==> config.mk <==
export PLATFORM = sky130hd
export DESIGN_NAME = lut_sweep_eval
export DESIGN_NICKNAME = d
export VERILOG_FILES = /design/src/rtl/lut_sweep_eval.sv
export SDC_FILE = /design/constraint.sdc
export NUM_CORES = 1
export LEC_CHECK = 0
export CAP_MARGIN = 20
export CORE_MARGIN = 2
export CORE_UTILIZATION = 40
export DETAILED_ROUTE_END_ITERATION = 6
export GPL_TIMING_DRIVEN = 1
export SKIP_CTS_REPAIR_TIMING = 1
export SYNTH_ARGS = -nofsm -noshare
export SYNTH_HDL_FRONTEND = slang
export SYNTH_SLANG_ARGS = --single-unit
==> constraint.sdc <==
create_clock -name clk -period 3.03 [get_ports clk]
set_input_delay 0.909 -clock clk [delete_from_list [all_inputs] [get_ports clk]]
set_output_delay 0.909 -clock clk [all_outputs]
set_load 0.005 [all_outputs]
==> src/rtl/lut_sweep_eval.sv <==
// Runtime-writable 2^N_IN-entry truth table evaluated over a valid/ready stream,
// with a sweep mode that streams every entry and counts the ones.
module lut_sweep_eval #(
  parameter int                   N_IN       = 4,
  parameter logic [(1<<N_IN)-1:0] DEFAULT_TT = 16'h0AC5
) (
  input  logic            clk,
  input  logic            rst_n,
  input  logic            cfg_we,
  input  logic [N_IN-1:0] cfg_addr,
  input  logic            cfg_bit,
  output logic            cfg_err,
  input  logic            in_valid,
  output logic            in_ready,
  input  logic [N_IN-1:0] in_x,
  output logic            out_valid,
  input  logic            out_ready,
  output logic [N_IN-1:0] out_x,
  output logic            out_z,
  output logic            out_last,
  input  logic            sweep_start,
  output logic            sweep_busy,
  output logic            sweep_done,
  output logic [N_IN:0]   sweep_ones
);
  localparam int DEPTH = 1 << N_IN;

  typedef enum logic [1:0] {IDLE, SWEEP, DONE} state_t;

  state_t            state_reg, state_next;
  logic [DEPTH-1:0]  table_reg, table_next;
  logic [N_IN:0]     cnt_reg;
  logic [N_IN:0]     ones_reg;
  logic              out_valid_reg, out_z_reg, out_last_reg, cfg_err_reg;
  logic [N_IN-1:0]   out_x_reg;
  logic              busy, out_free, in_fire, sweep_issue, last_xfer;
  logic              table_we, sweep_enter;

  assign busy        = (state_reg != IDLE);
  assign out_free    = ~out_valid_reg | out_ready;
  // in_ready is held low while reset is asserted so every output reads 0
  assign in_ready    = rst_n & ~busy & out_free;
  assign in_fire     = in_valid & in_ready;
  // cnt_reg[N_IN] marks that every code has been issued
  assign sweep_issue = (state_reg == SWEEP) & out_free & ~cnt_reg[N_IN];
  assign last_xfer   = out_valid_reg & out_ready & out_last_reg;
  assign table_we    = cfg_we & (state_reg == IDLE);

  always_comb begin
    table_next = table_reg;
    if (table_we) table_next[cfg_addr] = cfg_bit;
  end

  always_comb begin
    state_next  = state_reg;
    sweep_enter = 1'b0;
    case (state_reg)
      IDLE: begin
        // a start pulse that collides with an accepted evaluation is dropped
        if (sweep_start && !in_fire) begin
          state_next  = SWEEP;
          sweep_enter = 1'b1;
        end
      end
      SWEEP:   if (last_xfer) state_next = DONE;
      DONE:    state_next = IDLE;
      default: state_next = IDLE;
    endcase
  end

  always_ff @(posedge clk or negedge rst_n) begin
    if (!rst_n) begin
      state_reg <= IDLE;
      table_reg <= DEFAULT_TT;
    end else begin
      state_reg <= state_next;
      table_reg <= table_next;
    end
  end

  always_ff @(posedge clk or negedge rst_n) begin
    if (!rst_n) begin
      cnt_reg       <= '0;
      ones_reg      <= '0;
      out_valid_reg <= 1'b0;
      out_x_reg     <= '0;
      out_z_reg     <= 1'b0;
      out_last_reg  <= 1'b0;
      cfg_err_reg   <= 1'b0;
    end else begin
      cfg_err_reg <= cfg_we & busy;

      if (sweep_enter) begin
        cnt_reg  <= '0;
        ones_reg <= '0;
      end else if (sweep_issue) begin
        cnt_reg  <= cnt_reg + 1'b1;
        ones_reg <= ones_reg + {{N_IN{1'b0}}, table_reg[cnt_reg[N_IN-1:0]]};
      end

      // table is read before this cycle's write lands (pre-write semantics)
      if (in_fire) begin
        out_valid_reg <= 1'b1;
        out_x_reg     <= in_x;
        out_z_reg     <= table_reg[in_x];
        out_last_reg  <= 1'b0;
      end else if (sweep_issue) begin
        out_valid_reg <= 1'b1;
        out_x_reg     <= cnt_reg[N_IN-1:0];
        out_z_reg     <= table_reg[cnt_reg[N_IN-1:0]];
        out_last_reg  <= (cnt_reg[N_IN-1:0] == {N_IN{1'b1}});
      end else if (out_ready) begin
        out_valid_reg <= 1'b0;
      end
    end
  end

  assign cfg_err    = cfg_err_reg;
  assign out_valid  = out_valid_reg;
  assign out_x      = out_x_reg;
  assign out_z      = out_z_reg;
  assign out_last   = out_last_reg;
  assign sweep_busy = busy;
  assign sweep_done = (state_reg == DONE);
  assign sweep_ones = ones_reg;
endmodule

==> results.cfg <==
[cts]
clock_latency_ns = 0.29
htree_levels = 2
clk_pin_slew_ns = 0.07
cts_tree = built
root_buffer = clkbuf_8
cts_sinks = 36
cts_buffers = 5
clock_tree.buffer_depth = 2

[cells_and_area]
largest_register_ffs = 16
syn2layout_area_growth_pct = 26.0
drive_above_1_share_pct = 23.6
diodes = 0
nets = 233

[floorplanning]
die_h_um = 74.1
die_x_um = 74.1
rows = 25
dieArea_um2 = 5490
core_area_um2 = 4720
pin_count = 31
start_util_pct = 41.6

[drt]
wl_per_cell_um = 15.0
post_drt_via_cell_ratio = 5.35
first_iter_violations = 70
ant_nets = 0
drc = 0
finalWirelength_um = 4250
firstDrtPassIters = 4
vias = 1515

[job]
maxCapViolCount = 0

[synthesis]
seq_area_frac_synth_pct = 46.2
yosys.cell_count.top_type = dfrtp_1
yosysWarnings = 0
ys_async_sr_fraction_pct = 100
synth-seq-cells = 36
synth_flop_cell = dfrtp_1
synth_area_leaders = dfrtp_1 (38%), mux2_2 (11%), dfstp_2 (8.0%)
synth_top_area_share_pct = 38.2
syn_area_um2 = 1960
synth_cells = 178
yosysTopAreaCell = dfrtp_1
ys_types = 40
synth_edf_count = 0
synthTopCellsByCount = dfrtp_1 (30), mux2_2 (19), nand2_1 (18), nor2_1 (18)
synth_nets = 196
synth.avg_cell_area_um2 = 11.0

[grt]
grt_max_degree = 39
grt_pass1_wl_um = 7160
grt.overflow.total = 0
grt_antenna_before_repair = 0
grtUsageTotal_pct = 17.4
grt_pass1_vias = 1485

[critical_path]
crit_chain = clkdlybuf4s50_1 > and3_1 > clkdlybuf4s50_1
crit_path_max_incr_delay_ns = 0.49
r2r-end = sweep_ones[4]
ff2ff_path_depth = 8
crit_fanout = 2
worst-path-buf-inv = 2
worstPathRequired_ns = 2.12
startpoint_type = input port
crit_top_cell = clkdlybuf4s50_1
cpLargestDelayFamily = buffers and inverters
cp.arrival_ns = 2.05
end_kind = output pin
r2r_start = cnt_reg[0]
slowest_stage = clkdlybuf4s50_1
reg2reg_setup_slack_ns = 0.54
crit_type = input port to output pin

[timing]
relSlewSlack_pct = 62.4
setup_slack_ns = 0.0733
post-route-period-util_pct = 97.6
fin_tns_setup_ns = 0
slew_violations = 0
finalCriticalPeriod_ns = 2.96
fmax_mhz = 338
rsz0062_at_grt = false
setup-violations-final = 0
tightest_slew_ns = 0.557
hold_viol_final = 0
clock_skew_ns = 0.00860

[placed_design]
port_buffers = 30
place_ws_ns = -0.140
place_hpwl_um = 3150
place_congestion = 0.826

[worst_hold_path]
hold_class = flip-flop to flip-flop
worstHoldStart = out_x[2]
min_path_cells = 2
whs_endpoint = out_x[2]

[status]
status = finished, final reports clean

[pwr]
p_leak_nw = 1.10
power_density_nw_per_um2 = 794
ir_drop_mv = 0.343
==> worst min-delay path: cells and delay by family (launching register included) <==
family | cells | cell delay [ns]
flops | 1 | 0.34
simple gates | 2 | 0.11
==> layer usage <==
layer | global-route usage, % | part of all wire, % | vias up
li1 | - | - | 722
met5 | 0 | 0 | -
met3 | 4.07 | 3.3 | 4
met4 | 5.25 | 0.80 | 0
met2 | 30.2 | 53 | 33
met1 | 21.5 | 43 | 756
==> worst max-delay path by stage <==
stage | from | to | slack [ns] | cells past startpoint
2_1_floorplan | in_x[0] | out_z | 0.68 | 5
3_3_place_gp | out_ready | in_ready | -0.12 | 4
3_5_place_dp | out_ready | in_ready | -0.14 | 4
4_1_cts | out_ready | in_ready | -0.14 | 4
5_1_grt | rst_n | in_ready | 0.03 | 3
6_report | rst_n | in_ready | 0.07 | 3
==> cell families (layout without fill, tap and decap cells) <==
| group | count (synthesis) | after routing | share of synthesized area [%] |
|---|---|---|---|
| XOR/XNOR | 4 | 4 | 1.78 |
| flip-flops | 36 | 36 | 46.2 |
| AO/OA/AOI/OAI | 19 | 19 | 7.01 |
| multiplexers | 29 | 29 | 20.2 |
| adder cells (fa/ha/maj) | 3 | 3 | 1.91 |
| buffers and inverters | 12 | 50 | 2.74 |
| AND/OR/NAND/NOR | 75 | 75 | 20.1 |
==> cell type report <==
class | instances | area, µm²
Fill cell | 435 | 2250
Clock buffer | 8 | 100
Tap cell | 67 | 83.8
Timing Repair Buffer | 38 | 363
Sequential cell | 36 | 908
Multi-Input combinational cell | 130 | 1000
Inverter | 4 | 15.0
==> power by group <==
part / internal (W) / switching [W] / total, W
logic: 0.000445 / 0.000333 / 0.000778
clock network: 0.000208 / 0.000168 / 0.000376
registers: 0.000653 / 0.000158 / 0.000812
total: 0.00131 / 0.000660 / 0.00197
==> per-stage QoR <==
stage | utilization (%) | instance area [µm²] | cells | total power [W] | hold WS (ns)
after floorplan | - | 1960 | 178 | 0.00128 | 0.473
after global placement | 50.2 | 2370 | 275 | 0.00158 | 0.470
after detailed placement | 50.2 | 2370 | 275 | 0.00160 | 0.483
after CTS | 52.3 | 2470 | 283 | 0.00199 | 0.500
after global routing | 52.4 | 2470 | 283 | 0.00212 | 0.535
final | 52.4 | 2470 | 283 | 0.00197 | 0.493
==> layout by cell type (no fill, tap or decap), types with 5 or more instances in the layout <==
cell	Yosys	routed
dfrtp_1	30	30
dfstp_2	6	6
nand2_1	18	18
a21oi_1	6	6
nand3_1	6	6
mux2_2	19	19
nor2_1	18	18
buf_4	0	8
clkdlybuf4s50_1	0	29
nand2b_1	5	5
clkbuf_8	0	7
Power figures use the tool's default switching activity.
